--- config.mk ---
export PLATFORM = sky130hd
export DESIGN_NAME = count_snapshot_fifo_flat
export DESIGN_NICKNAME = d
export VERILOG_FILES = /design/src/rtl/count_snapshot_fifo_if.sv /design/src/rtl/count_snapshot_fifo.sv /design/src/flat_wrapper.sv
export SDC_FILE = /design/constraint.sdc
export NUM_CORES = 1
export LEC_CHECK = 0
export ABC_CLOCK_PERIOD_IN_PS = 2000
export CAP_MARGIN = 10
export CORE_UTILIZATION = 40
export DETAILED_ROUTE_END_ITERATION = 8
export MAX_ROUTING_LAYER = met4
export SYNTH_ARGS = -nofsm -noshare
export SYNTH_HDL_FRONTEND = slang
export SYNTH_SLANG_ARGS = --single-unit
--- constraint.sdc ---
create_clock -name GCLK_Pad -period 2 [get_ports GCLK_Pad]
set_input_delay 0.5 -clock GCLK_Pad [delete_from_list [all_inputs] [get_ports GCLK_Pad]]
set_output_delay 0.5 -clock GCLK_Pad [all_outputs]
set_load 0.02 [all_outputs]
--- src/rtl/count_snapshot_fifo_if.sv ---
// Pad-level bundle between the counter stage, the snapshot FIFO and the readout stage.
// master drives the counter bits and the snap/rd requests; slave is the FIFO side.
interface count_snapshot_fifo_if;
    logic count0_Pad;
    logic count1_Pad;
    logic count2_Pad;
    logic count3_Pad;
    logic snap_Pad;
    logic rd_Pad;
    logic dout0_Pad;
    logic dout1_Pad;
    logic dout2_Pad;
    logic dout3_Pad;
    logic valid_Pad;
    logic full_Pad;
    logic ovf_Pad;
    logic wrap_Pad;

    modport master (
        output count0_Pad, count1_Pad, count2_Pad, count3_Pad, snap_Pad, rd_Pad,
        input  dout0_Pad, dout1_Pad, dout2_Pad, dout3_Pad, valid_Pad, full_Pad, ovf_Pad, wrap_Pad
    );

    modport slave (
        input  count0_Pad, count1_Pad, count2_Pad, count3_Pad, snap_Pad, rd_Pad,
        output dout0_Pad, dout1_Pad, dout2_Pad, dout3_Pad, valid_Pad, full_Pad, ovf_Pad, wrap_Pad
    );
endinterface

--- src/rtl/count_snapshot_fifo.sv ---
// Snapshot FIFO for the 4-bit counter: queues count values on snap, flags wrap and overflow.
// Optional: define COUNT_SNAP_AUTOWRAP_EN to also push a 0 entry on every 15 -> 0 wrap.
module count_snapshot_fifo #(
    parameter int DEPTH = 4,
    parameter int AW    = 2
) (
    input  logic GCLK_Pad,
    input  logic rst_Pad,
    count_snapshot_fifo_if.slave bus
);
    localparam logic [AW:0] FULL_CNT = (AW+1)'(DEPTH);

    logic [3:0]    mem_q [DEPTH];
    logic [3:0]    mem_d [DEPTH];
    logic [AW-1:0] wptr_q, wptr_d;
    logic [AW-1:0] rptr_q, rptr_d;
    logic [AW:0]   cnt_q, cnt_d;
    logic          valid_q, valid_d;
    logic          full_q, full_d;
    logic          ovf_q, ovf_d;
    logic          wrap_q, wrap_d;
    logic [3:0]    prev_q, prev_d;
    logic          prev_ok_q, prev_ok_d;

    logic [3:0] cur;
    logic [3:0] dout;
    logic       wrap_cond;
    logic       push_req;
    logic       pop_req;

    assign cur = {bus.count3_Pad, bus.count2_Pad, bus.count1_Pad, bus.count0_Pad};

    always_comb begin
        for (int i = 0; i < DEPTH; i++) mem_d[i] = mem_q[i];
        wptr_d    = wptr_q;
        rptr_d    = rptr_q;
        cnt_d     = cnt_q;
        ovf_d     = ovf_q;
        prev_d    = cur;
        prev_ok_d = 1'b1;

        wrap_cond = prev_ok_q && (prev_q == 4'hF) && (cur == 4'h0);
        wrap_d    = wrap_cond;
`ifdef COUNT_SNAP_AUTOWRAP_EN
        push_req  = bus.snap_Pad | wrap_cond;
`else
        push_req  = bus.snap_Pad;
`endif
        pop_req   = bus.rd_Pad & valid_q;

        // A simultaneous pop frees the head slot, so a push into a full FIFO still fits.
        if (push_req && pop_req) begin
            mem_d[wptr_q] = cur;
            wptr_d        = wptr_q + AW'(1);
            rptr_d        = rptr_q + AW'(1);
        end else if (push_req) begin
            if (full_q) begin
                ovf_d = 1'b1;
            end else begin
                mem_d[wptr_q] = cur;
                wptr_d        = wptr_q + AW'(1);
                cnt_d         = cnt_q + (AW+1)'(1);
            end
        end else if (pop_req) begin
            rptr_d = rptr_q + AW'(1);
            cnt_d  = cnt_q - (AW+1)'(1);
        end

        valid_d = (cnt_d != '0);
        full_d  = (cnt_d == FULL_CNT);
    end

    always_ff @(posedge GCLK_Pad or posedge rst_Pad) begin
        if (rst_Pad) begin
            for (int i = 0; i < DEPTH; i++) mem_q[i] <= 4'h0;
            wptr_q    <= '0;
            rptr_q    <= '0;
            cnt_q     <= '0;
            valid_q   <= 1'b0;
            full_q    <= 1'b0;
            ovf_q     <= 1'b0;
            wrap_q    <= 1'b0;
            prev_q    <= 4'h0;
            prev_ok_q <= 1'b0;
        end else begin
            for (int i = 0; i < DEPTH; i++) mem_q[i] <= mem_d[i];
            wptr_q    <= wptr_d;
            rptr_q    <= rptr_d;
            cnt_q     <= cnt_d;
            valid_q   <= valid_d;
            full_q    <= full_d;
            ovf_q     <= ovf_d;
            wrap_q    <= wrap_d;
            prev_q    <= prev_d;
            prev_ok_q <= prev_ok_d;
        end
    end

    assign dout          = valid_q ? mem_q[rptr_q] : 4'h0;
    assign bus.dout0_Pad = dout[0];
    assign bus.dout1_Pad = dout[1];
    assign bus.dout2_Pad = dout[2];
    assign bus.dout3_Pad = dout[3];
    assign bus.valid_Pad = valid_q;
    assign bus.full_Pad  = full_q;
    assign bus.ovf_Pad   = ovf_q;
    assign bus.wrap_Pad  = wrap_q;
endmodule

--- src/flat_wrapper.sv ---
// flat-port wrapper written by rule: the top's interface ports become plain ports
module count_snapshot_fifo_flat 
#(
    parameter int DEPTH = 4,
    parameter int AW    = 2
)
  (GCLK_Pad, rst_Pad, bus_count0_Pad, bus_count1_Pad, bus_count2_Pad, bus_count3_Pad, bus_snap_Pad, bus_rd_Pad, bus_dout0_Pad, bus_dout1_Pad, bus_dout2_Pad, bus_dout3_Pad, bus_valid_Pad, bus_full_Pad, bus_ovf_Pad, bus_wrap_Pad);
  count_snapshot_fifo_if bus_i ();
  input  logic GCLK_Pad;
  input  logic rst_Pad;
  input wire logic [$bits(bus_i.count0_Pad)-1:0] bus_count0_Pad;
  input wire logic [$bits(bus_i.count1_Pad)-1:0] bus_count1_Pad;
  input wire logic [$bits(bus_i.count2_Pad)-1:0] bus_count2_Pad;
  input wire logic [$bits(bus_i.count3_Pad)-1:0] bus_count3_Pad;
  input wire logic [$bits(bus_i.snap_Pad)-1:0] bus_snap_Pad;
  input wire logic [$bits(bus_i.rd_Pad)-1:0] bus_rd_Pad;
  output wire logic [$bits(bus_i.dout0_Pad)-1:0] bus_dout0_Pad;
  output wire logic [$bits(bus_i.dout1_Pad)-1:0] bus_dout1_Pad;
  output wire logic [$bits(bus_i.dout2_Pad)-1:0] bus_dout2_Pad;
  output wire logic [$bits(bus_i.dout3_Pad)-1:0] bus_dout3_Pad;
  output wire logic [$bits(bus_i.valid_Pad)-1:0] bus_valid_Pad;
  output wire logic [$bits(bus_i.full_Pad)-1:0] bus_full_Pad;
  output wire logic [$bits(bus_i.ovf_Pad)-1:0] bus_ovf_Pad;
  output wire logic [$bits(bus_i.wrap_Pad)-1:0] bus_wrap_Pad;
  assign bus_i.count0_Pad = bus_count0_Pad;
  assign bus_i.count1_Pad = bus_count1_Pad;
  assign bus_i.count2_Pad = bus_count2_Pad;
  assign bus_i.count3_Pad = bus_count3_Pad;
  assign bus_i.snap_Pad = bus_snap_Pad;
  assign bus_i.rd_Pad = bus_rd_Pad;
  assign bus_dout0_Pad = bus_i.dout0_Pad;
  assign bus_dout1_Pad = bus_i.dout1_Pad;
  assign bus_dout2_Pad = bus_i.dout2_Pad;
  assign bus_dout3_Pad = bus_i.dout3_Pad;
  assign bus_valid_Pad = bus_i.valid_Pad;
  assign bus_full_Pad = bus_i.full_Pad;
  assign bus_ovf_Pad = bus_i.ovf_Pad;
  assign bus_wrap_Pad = bus_i.wrap_Pad;
  count_snapshot_fifo #(.DEPTH(DEPTH), .AW(AW)) u_core (.GCLK_Pad(GCLK_Pad), .rst_Pad(rst_Pad), .bus(bus_i));
endmodule
==> impl_metrics.json, run 1 <==
{
  "netlist_top_cells_count": "dfrtp_1, mux2_4, ha_1, inv_1, nand2_4",
  "synth.distinct_cells": 28,
  "crit_chain": "buf_6, mux4_2, and2_4, buf_6",
  "antenna_found_initial": 0,
  "syn2layout_area_growth_pct": 33.5,
  "fin_nets": 158,
  "cp.required_ns": 1.50,
  "min_from": "u_core.bus.ovf_Pad$_DFFE_PP0P_",
  "critPathCaptureType": "primary output",
  "leakage_nw": 0.988,
  "grt_pass1_wl_um": 4670,
  "violations": "setup timing",
  "syn_area_um2": 1520,
  "path_clk_slew_ns": 0.06,
  "drc_errors": 0,
  "period_share": 1.03,
  "drive_gt1_frac": 0.483,
  "reg2reg_depth": 5,
  "grt_max_degree": 33,
  "ys_seq_area_frac": 0.528,
  "die_x_um": 63.6,
  "p_switching_mw": 1.06,
  "grt-ovfl-total": 0,
  "avgRoutedWirePerCell_um": 14.4,
  "io_buffers": 15,
  "path_class": "flop to primary output",
  "crit_arrival_ns": 1.55,
  "fin_skew_ns": 0.00393,
  "htree_levels": 2,
  "period_needed_ns": 2.05,
  "postSynthCellCount": 99,
  "r2r_start": "u_core.bus.valid_Pad$_DFF_PP0_",
  "antenna_cells": 0,
  "dp_hpwl_um": 1930,
  "tns_ns": -0.158,
  "comb_power_share": 0.518,
  "switching_share": 0.313,
  "hold_path_depth": 1,
  "path_delay_family": "multiplexers",
  "synth_ff_type": "dfrtp_1",
  "critPathMaxStageDelay_ns": 0.49,
  "r2r_end": "u_core.bus.valid_Pad$_DFF_PP0_",
  "internal-power_mw": 2.32,
  "synth_top_area_share": 0.528,
  "root_buffer": "clkbuf_8",
  "die-area_um2": 4040,
  "pwr-share-clk": 0.151,
  "cp_common_cell": "buf_6",
  "min_path_type": "flop to flop",
  "worstPathBufferInverterCount": 2,
  "drtPass1Iterations": 4,
  "viasPerCell": 4.64,
  "core-area_um2": 3660,
  "rows": 22,
  "syn_area_per_cell_um2": 15.3,
  "gp_congestion": 0.900,
  "yosys.cell_count.top_type": "dfrtp_1",
  "yosys.area.top_type": "dfrtp_1",
  "critPathLaunchType": "flop",
  "rsz0062_at_grt": "true",
  "synthTopCellsByArea": "dfrtp_1, mux2_4, mux4_2",
  "grt_pass1_vias": 936,
  "powerDensity_nw_per_um2": 1670,
  "cts_tree": "built",
  "dieHeight_um": 63.6,
  "syn_nets": 113,
  "min_to": "u_core.bus.ovf_Pad$_DFFE_PP0P_",
  "grtUsageTotal": 0.167,
  "outcome": "complete, but fails checks",
  "clock_latency_ns": 0.29,
  "final_antenna_net_count": 0,
  "fin_ws_ns": -0.0506,
  "cts_buffers": 5,
  "worst-path-max-fanout": 3,
  "vias": 896,
  "timing.fmax_ghz": 0.488,
  "async_flop_share": 1.00,
  "ys_ff_latch": 32,
  "clock_path_buffers": 2,
  "synth_edf_count": 0,
  "numPlacedInstances": 183,
  "holdBufCountCts": 0,
  "instances_no_fill": 193,
  "wl_um": 2790,
  "timing.reg2reg.setup_slack_ns": 0.26,
  "cts.sinks": 32,
  "drv_slew": 0,
  "ioPinCount": 16,
  "yosys_warnings": 0,
  "fill_cells": 314,
  "power_mw": 3.38,
  "initialDrtViolationCount": 21,
  "setup_viol": 4,
  "max-cap-violations": 0,
  "vdd_drop_max_uv": 612,
  "cpMaxStageDelayCell": "mux4_2",
  "initial_core_util": 0.415,
  "finalHoldViolCount": 0,
  "seqPwrFrac": 0.331
}
power groups by stage:
stage / Combinational (mW) / Clock (mW) / Sequential [mW]
2_1_floorplan: 1.01 / 0 / 1.09
3_3_place_gp: 1.57 / 0 / 1.13
3_5_place_dp: 1.61 / 0 / 1.14
4_1_cts: 1.78 / 0.525 / 1.12
5_1_grt: 1.89 / 0.554 / 1.15
6_report: 1.75 / 0.512 / 1.12
metal layers:
layer	vias up	GRT usage	wire (µm)
met2	16	0.243	1310
met5	-	-	0
met1	440	0.209	1310
met4	0	0.0682	59
met3	6	0.0598	109
li1	434	-	-
per-stage QoR:
stage                     hold WS [ns]  instance area, µm²  setup WS [ns]   util
after CTS                        0.488                2030        -0.0670  0.553
after detailed placement         0.463                1900         -0.307  0.519
final                            0.491                2030        -0.0506  0.553
after global routing             0.506                2030        -0.0941  0.553
after floorplan                  0.472                1520          0.136      -
after global placement           0.455                1900         -0.263  0.519
cell usage in the layout, fill, tap and decap left out, types with 4 or more instances in the layout:
cell / synthesis / routed
mux2_4: 16 / 16
mux4_2: 4 / 4
clkdlybuf4s50_1: 0 / 11
and2_4: 0 / 4
clkbuf_8: 0 / 6
xnor2_1: 4 / 4
inv_1: 6 / 6
buf_4: 0 / 21
dfrtp_1: 32 / 31
nand2_4: 5 / 5
ha_1: 6 / 6
buf_6: 0 / 6
flip-flops by register name, indices dropped and copies added (netlist names):
signal,flops
u_core.bus.full_Pad,1
u_core.bus.ovf_Pad,1
u_core.bus.valid_Pad,1
u_core.bus.wrap_Pad,1
u_core.cnt_q,3
u_core.mem_q,16
u_core.prev_ok_q,1
u_core.prev_q,4
u_core.rptr_q,2
u_core.wptr_q,2
worst max-delay path by stage:
stage                     slack [ns]  depth (start not counted)                          from       endpoint
after floorplan                 0.14                          3  u_core.rptr_q[0]$_DFFE_PP0P_  bus_dout0_Pad
after global placement         -0.26                          3  u_core.rptr_q[0]$_DFFE_PP0P_  bus_dout2_Pad
after detailed placement       -0.31                          3  u_core.rptr_q[0]$_DFFE_PP0P_  bus_dout1_Pad
after CTS                      -0.07                          4  u_core.rptr_q[0]$_DFFE_PP0P_  bus_dout1_Pad
after global routing           -0.09                          4  u_core.rptr_q[0]$_DFFE_PP0P_  bus_dout2_Pad
final                          -0.05                          4  u_core.rptr_q[0]$_DFFE_PP0P_  bus_dout1_Pad
what timing repair did:
item | in CTS | in global routing
resized for setup | 31 | 0
setup buffers | 2 | 0
setup endpoints to repair | 4 | 4
endpoints found under the hold margin | 0 | 0
cell families after synthesis:
kind of cell,count (synthesis),share of synthesized area
other,1,0.00247
flip-flops,32,0.528
adder cells (fa/ha/maj),6,0.0495
AO/OA/AOI/OAI,10,0.0602
buffers and inverters,7,0.0173
AND/OR/NAND/NOR,18,0.0965
multiplexers,20,0.218
XOR/XNOR,5,0.0289
final cells by class:
type	count	area, µm²	share of cell area
clock buffer	8	90.1	0.0445
timing repair buffer	39	355	0.175
inverter	6	22.5	0.0111
multi-input combinational	60	696	0.343
sequential	32	802	0.396
tap	48	60.1	0.0296
Note: power is estimated with default switching activity, not from simulation.
==> run 2, diff against run 1 <==
Settings changed: ABC_AREA set to 1, CORE_UTILIZATION 40 to 55, PLACE_DENSITY set to 0.78, REMOVE_ABC_BUFFERS set to 1.
==> run 2 against run 1 <==
  * The run now ends clean
  * Sequential power is essentially flat
  * Core utilization up 15 points
  * Fmax up 6.3%
  * Setup slack gained 0.12 ns
  * Highest routed layer unchanged
  * Final cell count is 15% higher
  * Global-route usage up 7.7 points
  * Critical path depth down 2
  * Worst hold slack got worse by 0.0011 ns
  * Largest cell class unchanged
  * Synthesized cell count up 68%
  * Clock power down 5.5%
  * First-iteration DRC count increased by 29%
==> impl_metrics.json, run 2 <==
{
  "grt_pass1_vias": 1054,
  "path_delay_family": "buffers and inverters",
  "worst-path-max-fanout": 5,
  "largest_register": "u_core.mem_q",
  "powerDensity_nw_per_um2": 1560,
  "tns_ns": 0,
  "synth_edf_count": 0,
  "clock_latency_ns": 0.33,
  "pre_cts_ws_ns": -0.0483,
  "syn_area_per_cell_um2": 8.98,
  "cpMaxStageDelayCell": "clkdlybuf4s50_1",
  "final_cell_mix": "nand2_1, dfrtp_1, nor2_1",
  "timing.fmax_ghz": 0.519,
  "path_clk_slew_ns": 0.10,
  "cp.required_ns": 1.50,
  "vdd_drop_max_uv": 1010,
  "io_buffers": 15,
  "synth_top_area_share": 0.537,
  "cts.sinks": 32,
  "critPathLaunchType": "flop",
  "outcome": "complete, no violations",
  "fin_skew_ns": 0.00544,
  "grt_max_degree": 33,
  "period_share": 0.964,
  "min_path_type": "flop to flop",
  "synth.distinct_cells": 21,
  "worstPathBufferInverterCount": 2,
  "critPathMaxStageDelay_ns": 0.60,
  "yosys.cell_count.top_type": "dfrtp_1",
  "avgRoutedWirePerCell_um": 12.8,
  "timing.reg2reg.setup_slack_ns": 0.64,
  "fin_nets": 205,
  "yosys_warnings": 0,
  "syn2layout_area_growth_pct": 18.4,
  "whs_ns": 0.490,
  "die-area_um2": 2920,
  "crit_arrival_ns": 1.43,
  "die_x_um": 54.1,
  "critPathCaptureType": "primary output",
  "dp_hpwl_um": 2110,
  "ys_seq_area_frac": 0.537,
  "dieHeight_um": 54.1,
  "power_mw": 2.75,
  "wl_um": 2850,
  "setup_viol": 0,
  "synthTopCellsByArea": "dfrtp_1, nand2_1, o21ai_1",
  "antenna_cells": 0,
  "grtUsageTotal": 0.244,
  "netlist_top_cells_count": "dfrtp_1, nand2_1, inv_1, nor2_1, o21ai_1",
  "final_antenna_net_count": 0,
  "cts_tree": "built",
  "htree_levels": 2,
  "finalHoldViolCount": 0,
  "drtPass1Iterations": 4,
  "grt-ovfl-total": 0,
  "async_flop_share": 1.00,
  "max-cap-violations": 0,
  "initialDrtViolationCount": 27,
  "period_needed_ns": 1.93,
  "rows": 18,
  "largest_reg_flops": 16,
  "grt_pass1_wl_um": 4640,
  "core-area_um2": 2520,
  "rsz0062_at_grt": "false",
  "drive_gt1_frac": 0.172,
  "root_buffer": "clkbuf_4",
  "syn_area_um2": 1490,
  "antenna_found_initial": 0,
  "cts_buffers": 5,
  "path_class": "flop to primary output",
  "ys_ff_latch": 32,
  "yosys.area.top_type": "dfrtp_1",
  "ioPinCount": 16,
  "top_regs": "u_core.mem_q (16), u_core.prev_q (4), u_core.cnt_q (3)",
  "leakage_nw": 0.910,
  "viasPerCell": 5.12,
  "initial_core_util": 0.591,
  "gp_congestion": 0.881,
  "synth_ff_type": "dfrtp_1",
  "fin_ws_ns": 0.0716,
  "postSynthCellCount": 166,
  "crit_chain": "buf_4, clkdlybuf4s50_1",
  "clock_path_buffers": 2,
  "drc_errors": 0,
  "drv_slew": 0,
  "vias": 1136
}
==> run 2: changes by cell type in the layout (fill, tap and decap cells not counted), sizes merged, moves of 8 or more <==
cell   before  now
inv         6   21
nand3       1    9
mux2       16    0
nand2       6   39
buf        28    7
nor2        0   21
o21ai       3   26
==> run 2: layout make-up <==
cell class / count / area, µm²
Tap cell: 30 / 37.5
Timing Repair Buffer: 19 / 160
Clock buffer: 6 / 41.3
Clock inverter: 2 / 35.0
Fill cell: 202 / 758
Inverter: 21 / 81.3
Multi-Input combinational cell: 112 / 606
Sequential cell: 32 / 803
==> run 2: cells by family after synthesis <==
logic type	count (synthesis)	synth area share
simple gates	71	0.232
fa+ha+maj	6	0.0504
buf+inv	22	0.0563
xor+xnor	2	0.0118
flops	32	0.537
other cells	1	0.00252
compound gates	32	0.110
==> run 2: path summary, 6_finish.rpt <==
path,cells after the start,startpoint,endpoint
max,2,u_core.bus.valid_Pad$_DFF_PP0_,bus_valid_Pad
min,1,u_core.bus.ovf_Pad$_DFFE_PP0P_,u_core.bus.ovf_Pad$_DFFE_PP0P_
min reg2reg,1,u_core.bus.ovf_Pad$_DFFE_PP0P_,u_core.bus.ovf_Pad$_DFFE_PP0P_
max reg2reg,8,u_core.cnt_q[0]$_DFF_PP0_,u_core.bus.valid_Pad$_DFF_PP0_
min in group asynchronous,3,rst_Pad,u_core.cnt_q[2]$_DFF_PP0_
max in group asynchronous,3,rst_Pad,u_core.rptr_q[1]$_DFFE_PP0P_
==> run 2: what timing repair did <==
item | CTS | global route
pin swaps | 0 | 0
resized for setup | 12 | 7
hold buffers | 0 | 0
buffers inserted | 0 | 1
setup endpoints to repair | 4 | 4
==> run 2: stage by stage <==
| step | cell area (µm²) | cells | utilization |
|---|---|---|---|
| after floorplan | 1490 | 165 | - |
| after global placement | 1700 | 213 | 0.672 |
| after detailed placement | 1700 | 213 | 0.672 |
| after CTS | 1780 | 221 | 0.704 |
| after global routing | 1760 | 222 | 0.699 |
| final | 1760 | 222 | 0.699 |
==> run 2: layer usage <==
layer | global-route usage | wire length, µm | vias up
met3 | 0.0932 | 129 | 5
met5 | - | 0 | -
met1 | 0.303 | 1370 | 527
met2 | 0.360 | 1320 | 23
met4 | 0.0897 | 34 | 0
li1 | - | - | 581
==> run 2: power by group <==
group,internal [mW],total [mW],switching (mW),leakage (nW)
logic,0.470,1.18,0.706,0.482
registers,0.896,1.09,0.191,0.385
clock network,0.262,0.484,0.222,0.0422
total,1.63,2.75,1.12,0.910
==> run 3, diff against run 2 <==
Settings changed: GPL_TIMING_DRIVEN set to 0, SLEW_MARGIN set to 25.
==> run 3 against run 2 <==
  * Routed wire length up 1.6%
  * Clock-buffer cell count did not move
  * Clock skew increased by 0.0050 ns
  * Via count up 5.6%
  * Power shrank 1.1%
  * Sequential power barely moved
  * Worst hold slack worse by 0.014 ns
  * Non-clock buffer count is 1 lower
  * Clock power decreased by 21%
  * Largest cell class unchanged
==> impl_metrics.json, run 3 (synthesized netlist as in run 2, its figures left out) <==
{
  "final_cell_mix": "nand2_1, dfrtp_1, o21ai_1, nor2_1, inv_1",
  "leakage_nw": 0.905,
  "die_x_um": 54.1,
  "syn2layout_area_growth_pct": 17.8,
  "clock_latency_ns": 0.33,
  "fin_skew_ns": 0.0104,
  "grtUsageTotal": 0.249,
  "path_clk_slew_ns": 0.09,
  "root_buffer": "clkbuf_4",
  "seqCellArea_um2": 803,
  "grt_max_degree": 33,
  "vias": 1200,
  "dieHeight_um": 54.1,
  "critPathLaunchType": "flop",
  "vdd_drop_max_uv": 1090,
  "rsz0062_at_grt": "true",
  "wl_um": 2900,
  "powerDensity_nw_per_um2": 1550,
  "gp_congestion": 0.854,
  "cp.required_ns": 1.50,
  "max-cap-violations": 0,
  "htree_levels": 2,
  "grt_pass1_wl_um": 4800,
  "largest_reg_flops": 16,
  "viasPerCell": 5.43,
  "final_antenna_net_count": 0,
  "setup_viol": 0,
  "worst-path-max-fanout": 6,
  "timing.reg2reg.setup_slack_ns": 0.64,
  "core-area_um2": 2520,
  "crit_arrival_ns": 1.47,
  "period_share": 0.985,
  "min_path_type": "flop to flop",
  "cts_tree": "built",
  "top_regs": "u_core.mem_q (16), u_core.prev_q (4), u_core.cnt_q (3)",
  "drc_errors": 0,
  "period_needed_ns": 1.97,
  "rows": 18,
  "drv_slew": 0,
  "initial_core_util": 0.591,
  "ioPinCount": 16,
  "io_buffers": 15,
  "die-area_um2": 2920,
  "tns_ns": 0,
  "fin_nets": 204,
  "whs_ns": 0.477,
  "cts.sinks": 32,
  "finalHoldViolCount": 0,
  "drtPass1Iterations": 4,
  "clock_path_buffers": 2,
  "worst_pin_slew_ns": 0.636,
  "path_class": "flop to primary output",
  "dp_hpwl_um": 2070,
  "largest_register": "u_core.mem_q",
  "drive_gt1_frac": 0.178,
  "timing.fmax_ghz": 0.508,
  "grt-ovfl-total": 0,
  "cts_buffers": 5,
  "outcome": "complete, no violations",
  "grt_pass1_vias": 1055,
  "antenna_found_initial": 0,
  "fill_cells": 210,
  "slew_headroom": 0.575,
  "critPathCaptureType": "primary output",
  "multi_input_area_um2": 606,
  "initialDrtViolationCount": 34,
  "avgRoutedWirePerCell_um": 13.1,
  "antenna_cells": 0
}
-- run 3: critical path, cell delays in order, from the launching register on --
cell and delay, ns:
dfrtp_2 0.47, buf_6 0.15, nor2_1 0.05, nor2_1 0.10, o21ai_1 0.07, a21oi_1 0.16, buf_4 0.16
-- run 3: metrics by stage --
stage	std cells	setup slack, ns	power [mW]	cell area (µm²)	util
after global placement	210	-0.136	2.25	1670	0.663
after global routing	221	-0.0614	2.95	1760	0.696
after floorplan	165	0.424	1.91	1490	-
after detailed placement	210	-0.156	2.31	1670	0.663
final	221	0.0303	2.72	1760	0.696
after CTS	218	0.00169	2.64	1730	0.684
-- run 3: report_power, final --
group          internal (mW)  switching (mW)
clock                  0.167           0.214
combinational          0.513           0.738
sequential             0.896           0.189
total                   1.58            1.14
-- run 3: final timing paths --
| kind | start | endpoint | depth (start not counted) |
|---|---|---|---|
| setup / recovery | u_core.rptr_q[0]$_DFFE_PP0P_ | bus_dout0_Pad | 6 |
| hold / removal | u_core.bus.ovf_Pad$_DFFE_PP0P_ | u_core.bus.ovf_Pad$_DFFE_PP0P_ | 1 |
| setup reg to reg | u_core.cnt_q[0]$_DFF_PP0_ | u_core.bus.valid_Pad$_DFF_PP0_ | 8 |
| hold reg to reg | u_core.bus.ovf_Pad$_DFFE_PP0P_ | u_core.bus.ovf_Pad$_DFFE_PP0P_ | 1 |
| max in group asynchronous | rst_Pad | u_core.rptr_q[1]$_DFFE_PP0P_ | 2 |
| min in group asynchronous | rst_Pad | u_core.mem_q[2]$_DFFE_PP0P_ | 2 |
-- run 3: repair_timing --
| item | 4_1_cts | 5_1_grt |
|---|---|---|
| endpoints found under the setup margin | 4 | 5 |
| setup buffers | 0 | 3 |
| pin swaps | 0 | 5 |
| resized for setup | 19 | 10 |
| hold buffers | 0 | 0 |
-- run 3: final cells by class --
cell class	count	share of cell area
clock buffers	6	0.0292
well taps	30	0.0214
multi-input cells	112	0.345
flip-flops and latches	32	0.458
inverters	21	0.0463
repair buffers	18	0.0948
clock inverters	2	0.00570
-- run 3: layer usage --
layer | track usage | part of all wire | vias up
li1 | - | - | 581
met1 | 0.321 | 0.47 | 574
met2 | 0.360 | 0.45 | 39
met3 | 0.0932 | 0.063 | 6
met4 | 0.0812 | 0.014 | 0
met5 | - | 0 | -
